<file path="src/rtl/dmem_write_buffer_if.sv">
// dmem_write_buffer_if
// Memory-side bus of the data-memory store buffer.
//   mem_waddr/mem_wdata/mem_wbe : oldest buffered store (word address, data, lane enables)
//   mem_wvalid / mem_wready     : write handshake, transfer when both are high at a rising edge
//   mem_raddr / mem_rdata       : asynchronous load port, data returned in the same cycle
// master = write buffer, slave = memory.
interface dmem_write_buffer_if;
  logic [29:0] mem_waddr;
  logic [31:0] mem_wdata;
  logic [3:0]  mem_wbe;
  logic        mem_wvalid;
  logic        mem_wready;
  logic [29:0] mem_raddr;
  logic [31:0] mem_rdata;

  modport master (
    output mem_waddr, mem_wdata, mem_wbe, mem_wvalid, mem_raddr,
    input  mem_wready, mem_rdata
  );

  modport slave (
    input  mem_waddr, mem_wdata, mem_wbe, mem_wvalid, mem_raddr,
    output mem_wready, mem_rdata
  );
endinterface

</file>
<file path="src/rtl/dmem_write_buffer.sv">
// dmem_write_buffer
// Circular store buffer between the core and data memory. Stores are queued
// and drained to memory in order; loads read memory directly unless they hit
// a buffered store, in which case they either forward or stall.
// Parameter DEPTH : number of entries (power of two, 2..16).
// Ports:
//   clk, reset            : clock, asynchronous active-high reset
//   MemWrite, MemRead     : core store / load request (store wins if both)
//   ALUResult             : byte address, word address = ALUResult[31:2]
//   WriteData, ByteEn     : store data (lane aligned) and lane enables
//   ReadData, Stall       : combinational load data and core hold request
//   count                 : number of buffered entries
//   mem                   : memory-side bus (dmem_write_buffer_if.master)
// Build option: define DMEM_WBUF_FWD_EN to forward full-word stores to hitting
// loads; otherwise any hitting load stalls until the matching entries drain.
module dmem_write_buffer #(
  parameter int DEPTH = 4
) (
  input  logic                     clk,
  input  logic                     reset,
  input  logic                     MemWrite,
  input  logic                     MemRead,
  input  logic [31:0]              ALUResult,
  input  logic [31:0]              WriteData,
  input  logic [3:0]               ByteEn,
  output logic [31:0]              ReadData,
  output logic                     Stall,
  output logic [$clog2(DEPTH):0]   count,
  dmem_write_buffer_if.master      mem
);

  localparam int PW = $clog2(DEPTH);
  localparam int CW = $clog2(DEPTH) + 1;

  logic [PW-1:0] rd_ptr_r;
  logic [PW-1:0] wr_ptr_r;
  logic [CW-1:0] count_r;
  logic [29:0]   addr_r [DEPTH];
  logic [31:0]   data_r [DEPTH];
  logic [3:0]    be_r   [DEPTH];

  logic [29:0]   word_s;
  logic [PW-1:0] slot_s;
  logic          hit_s;
  logic          load_s;
  logic          full_s;
  logic          fwd_ok_s;
  logic          enq_s;
  logic          deq_s;
  logic          unused_s;
`ifdef DMEM_WBUF_FWD_EN
  logic [PW-1:0] newest_s;
`endif

  assign word_s   = ALUResult[31:2];
  assign unused_s = ^ALUResult[1:0];

  // Address match against valid entries; walking from oldest to newest
  // leaves the newest matching slot in newest_s.
  always_comb begin
    hit_s  = 1'b0;
    slot_s = rd_ptr_r;
`ifdef DMEM_WBUF_FWD_EN
    newest_s = rd_ptr_r;
`endif
    for (int k = 0; k < DEPTH; k++) begin
      slot_s = rd_ptr_r + PW'(k);
      if ((CW'(k) < count_r) && (addr_r[slot_s] == word_s)) begin
        hit_s = 1'b1;
`ifdef DMEM_WBUF_FWD_EN
        newest_s = slot_s;
`endif
      end else begin
        hit_s = hit_s;
      end
    end
  end

  // Stall, load data and FIFO push/pop decisions for this cycle.
  always_comb begin
    load_s   = MemRead & ~MemWrite;
    full_s   = (count_r == CW'(DEPTH));
    ReadData = mem.mem_rdata;
`ifdef DMEM_WBUF_FWD_EN
    fwd_ok_s = (be_r[newest_s] == 4'b1111);
    if (load_s && hit_s && fwd_ok_s) begin
      ReadData = data_r[newest_s];
    end else begin
      ReadData = mem.mem_rdata;
    end
`else
    fwd_ok_s = 1'b0;
`endif
    // A full buffer refuses a store even when a drain frees a slot this edge.
    Stall = (MemWrite & full_s) | (load_s & hit_s & ~fwd_ok_s);
    enq_s = MemWrite & ~full_s;
    deq_s = (count_r != {CW{1'b0}}) & mem.mem_wready;
  end

  // Pointer and occupancy state; reset empties the buffer at once.
  always_ff @(posedge clk or posedge reset) begin
    if (reset) begin
      rd_ptr_r <= {PW{1'b0}};
      wr_ptr_r <= {PW{1'b0}};
      count_r  <= {CW{1'b0}};
    end else begin
      if (enq_s) begin
        wr_ptr_r <= wr_ptr_r + PW'(1);
      end
      if (deq_s) begin
        rd_ptr_r <= rd_ptr_r + PW'(1);
      end
      case ({enq_s, deq_s})
        2'b10:   count_r <= count_r + CW'(1);
        2'b01:   count_r <= count_r - CW'(1);
        default: count_r <= count_r;
      endcase
    end
  end

  // Entry storage; validity is tracked by pointers and count only.
  always_ff @(posedge clk) begin
    if (enq_s) begin
      addr_r[wr_ptr_r] <= word_s;
      data_r[wr_ptr_r] <= WriteData;
      be_r[wr_ptr_r]   <= ByteEn;
    end
  end

  assign mem.mem_wvalid = (count_r != {CW{1'b0}});
  assign mem.mem_waddr  = addr_r[rd_ptr_r];
  assign mem.mem_wdata  = data_r[rd_ptr_r];
  assign mem.mem_wbe    = be_r[rd_ptr_r];
  assign mem.mem_raddr  = word_s;
  assign count          = count_r;

endmodule

</file>
<file path="src/flat_wrapper.sv">
// flat-port wrapper written by rule: the top's interface ports become plain ports
module dmem_write_buffer_flat 
#(
  parameter int DEPTH = 4
)
  (clk, reset, MemWrite, MemRead, ALUResult, WriteData, ByteEn, ReadData, Stall, count, mem_mem_waddr, mem_mem_wdata, mem_mem_wbe, mem_mem_wvalid, mem_mem_raddr, mem_mem_wready, mem_mem_rdata);
  dmem_write_buffer_if mem_i ();
  input  logic clk;
  input  logic reset;
  input  logic MemWrite;
  input  logic MemRead;
  input  logic [31:0] ALUResult;
  input  logic [31:0] WriteData;
  input  logic [3:0] ByteEn;
  output logic [31:0] ReadData;
  output logic Stall;
  output logic [$clog2(DEPTH):0] count;
  output wire logic [$bits(mem_i.mem_waddr)-1:0] mem_mem_waddr;
  output wire logic [$bits(mem_i.mem_wdata)-1:0] mem_mem_wdata;
  output wire logic [$bits(mem_i.mem_wbe)-1:0] mem_mem_wbe;
  output wire logic [$bits(mem_i.mem_wvalid)-1:0] mem_mem_wvalid;
  output wire logic [$bits(mem_i.mem_raddr)-1:0] mem_mem_raddr;
  input wire logic [$bits(mem_i.mem_wready)-1:0] mem_mem_wready;
  input wire logic [$bits(mem_i.mem_rdata)-1:0] mem_mem_rdata;
  assign mem_mem_waddr = mem_i.mem_waddr;
  assign mem_mem_wdata = mem_i.mem_wdata;
  assign mem_mem_wbe = mem_i.mem_wbe;
  assign mem_mem_wvalid = mem_i.mem_wvalid;
  assign mem_mem_raddr = mem_i.mem_raddr;
  assign mem_i.mem_wready = mem_mem_wready;
  assign mem_i.mem_rdata = mem_mem_rdata;
  dmem_write_buffer #(.DEPTH(DEPTH)) u_core (.clk(clk), .reset(reset), .MemWrite(MemWrite), .MemRead(MemRead), .ALUResult(ALUResult), .WriteData(WriteData), .ByteEn(ByteEn), .ReadData(ReadData), .Stall(Stall), .count(count), .mem(mem_i));
endmodule
</file>
<file path="config.mk">
export PLATFORM = sky130hd
export DESIGN_NAME = dmem_write_buffer_flat
export DESIGN_NICKNAME = d
export VERILOG_FILES = /design/src/rtl/dmem_write_buffer_if.sv /design/src/rtl/dmem_write_buffer.sv /design/src/flat_wrapper.sv
export SDC_FILE = /design/constraint.sdc
export NUM_CORES = 1
export LEC_CHECK = 0
export CORE_ASPECT_RATIO = 1.75
export CORE_UTILIZATION = 45
export DETAILED_ROUTE_END_ITERATION = 10
export PLACE_DENSITY = 0.76
export SYNTH_ARGS = -nofsm -noshare
export SYNTH_HDL_FRONTEND = slang
export SYNTH_SLANG_ARGS = --single-unit
</file>
<file path="constraint.sdc">
create_clock -name clk -period 6.65 [get_ports clk]
set_clock_uncertainty 0.15 [all_clocks]
set_input_delay 0.9975 -clock clk [delete_from_list [all_inputs] [get_ports clk]]
set_output_delay 0.9975 -clock clk [all_outputs]
set_load 0.02 [all_outputs]
</file>
==> impl_metrics.ini <==
[run_status]
status = complete, no violations

[floorplanning]
dieHeight_um = 238
die_area_sq_mm = 0.0326
coreArea_sq_mm = 0.0314
io_pins = 238
initial_core_util_pct = 45.6
chipWidth_um = 137
rows = 86

[global_routing]
overflow = 0
grt_usage_pct = 22.2
grt_max_degree = 57
antenna_found_initial = 0
grt_pass1_wl_mm = 52.7
grt_pass1_vias = 8887

[worst_setup_path]
path_class = flip-flop to output port
required_ns = 5.50
crit_path_max_fanout = 47
start_kind = flip-flop
arrival_ns = 4.73
r2r_cells = 5
endpoint_kind = output port

[sta]
fin_crit_sh_pct = 88.4
drv_slew = 0
finalSetupViolations = 0
period_needed_ns = 5.88
fin_setup_tns_ns = 0
finalHoldViolations = 0
fmax_mhz = 170
rsz0062_at_grt = no
slew_headroom_pct = 36.0
tightestPinTransition_ns = 0.960

[synth]
netlist.top_cell.by_area = edfxtp_1
syn_nets = 1030
syn_avg_cell_area_sq_um = 15.6
synthFlopType = edfxtp_1
syn_area_sq_mm = 0.0143
synth_top_area_share_pct = 55.4
synth.most_common_cell = edfxtp_1
ys_seq_area_share_pct = 56.6
synth_cell_types = 54
ys_ff_latch = 271
synth_cells = 916
yosys-top-cells-area = edfxtp_1 (55%), mux4_2 (11%), mux2i_1 (9.2%)
synthArstFlopShare_pct = 2.58
synth_common_cells = edfxtp_1 (264), mux2i_1 (131), buf_4 (76)
synth_warnings = 0
synth_edf_count = 264

[power]
power_density_mw_per_mm2 = 467
ir_drop_mv = 0.331
power.leakage_nw = 5.70

[clock_tree]
cts_setup_buffers = 0
h-tree-depth = 1
clock_latency_ns = 0.53
ctsHoldBuffers = 0
cts_buffers = 23
root_buffer = clkbuf_16
clkSinkCount = 271
clk_pin_slew_worst_paths_ns = 0.07
clock_path_buffers = 3
post_cts_resized = 0
cts_tree = yes

[final_layout]
fin_nets = 1130
drive_gt1_share_pct = 14.3
fin_util_pct = 53.3
finish.instance_area_sq_mm = 0.0167
regArea_sq_mm = 0.00811
nFillCells = 2596
syn_to_final_growth_pct = 16.9
multi_input_area_sq_mm = 0.00531

[route]
viasPerCell = 5.84
antenna_left = 0
drtPass1Iterations = 4
drtIter0Drc = 404
drc_errors = 0
wirelength_mm = 35.4
wl_per_cell_um = 24.8
vias = 8349

[placed_design]
io_buffers = 171
place_hpwl_mm = 25.2
placed_area_sq_mm = 0.0159
gp_congestion = 0.914

[hold_path]
min_path_type = flip-flop to flip-flop
whs_path_depth = 2

[flow_run]
cap_violations = 0
==> stage by stage <==
| step | std cells | hold slack [ns] | power, mW | setup slack [ns] |
|---|---|---|---|---|
| finish | 1430 | 0.485 | 7.82 | 0.771 |
| global route | 1429 | 0.523 | 8.16 | 0.635 |
| CTS | 1429 | 0.488 | 7.88 | 0.784 |
| detailed placement | 1387 | 0.473 | 6.39 | 1.07 |
| global placement | 1387 | 0.451 | 6.36 | 1.02 |
| floorplan | 916 | 0.430 | 5.11 | 2.57 |
==> routing by layer <==
| metal | vias up | global-route usage [%] | share of wire (%) |
|---|---|---|---|
| li1 | 3743 | - | - |
| met1 | 4213 | 23.7 | 35 |
| met2 | 271 | 39.7 | 53 |
| met3 | 122 | 3.40 | 5.0 |
| met4 | 0 | 15.4 | 7.1 |
| met5 | - | 0 | 0 |
==> area by class of cell <==
cell class                 instances  area share [%]
tap                              396            2.96
multi-input combinational        510            31.7
clock inverter                    18            1.53
antenna                            1          0.0150
clock buffer                      24            3.46
timing repair buffer             197            11.5
sequential                       271            48.5
inverter                          13           0.292
==> power breakdown <==
part	switching (mW)	internal, mW
Combinational	2.05	1.74
Clock	0.601	0.874
Sequential	0.294	2.26
==> worst max-delay path, cell delays in order (launching register included) <==
cell and delay, ns:
dfrtp_4 0.94, mux2i_1 0.58, o221ai_1 0.21, or4_1 0.59, a2111oi_0 0.73, a2bb2oi_1 0.17
a21oi_1 0.28, clkdlybuf4s50_1 0.66
==> layout by cell type, fill, tap and decap left out, drive strengths merged, types with 17 or more instances in the layout <==
cell,instances
buf,26
clkbuf,24
clkdlybuf4s50,171
edfxtp,264
mux2i,131
mux4,76
nand2,17
nor2,25
xnor2,72
xor2,29
==> path summary, 6_finish.rpt <==
| kind | start | end | slack [ns] |
|---|---|---|---|
| min in group asynchronous | reset | u_core.wr_ptr_r[0] | 0.56 |
| max | u_core.rd_ptr_r[1] | Stall | 0.77 |
| max in group asynchronous | reset | u_core.rd_ptr_r[0] | 5.54 |
| min reg2reg | u_core.count[1] | u_core.count[1] | 0.49 |
| max reg2reg | u_core.count[0] | u_core.addr_r[0][28] | 3.62 |
| min | u_core.count[1] | u_core.count[1] | 0.49 |
==> cell families after synthesis <==
logic type	after synthesis	synth area share [%]
buffers and inverters	135	6.39
DFF	271	56.6
AOI/OAI and AO/OA	91	4.97
and+or+nand+nor	97	3.44
adders and majority gates	9	0.787
xor gates and xnor gates	101	6.18
muxes	212	21.6
==> flip-flops by register name, summed over array words and instances (netlist names) <==
name and flops:
u_core.addr_r 120, u_core.count 3, u_core.be_r 16, u_core.data_r 128, u_core.rd_ptr_r 2, u_core.wr_ptr_r 2
Power figures use the tool's default switching activity.
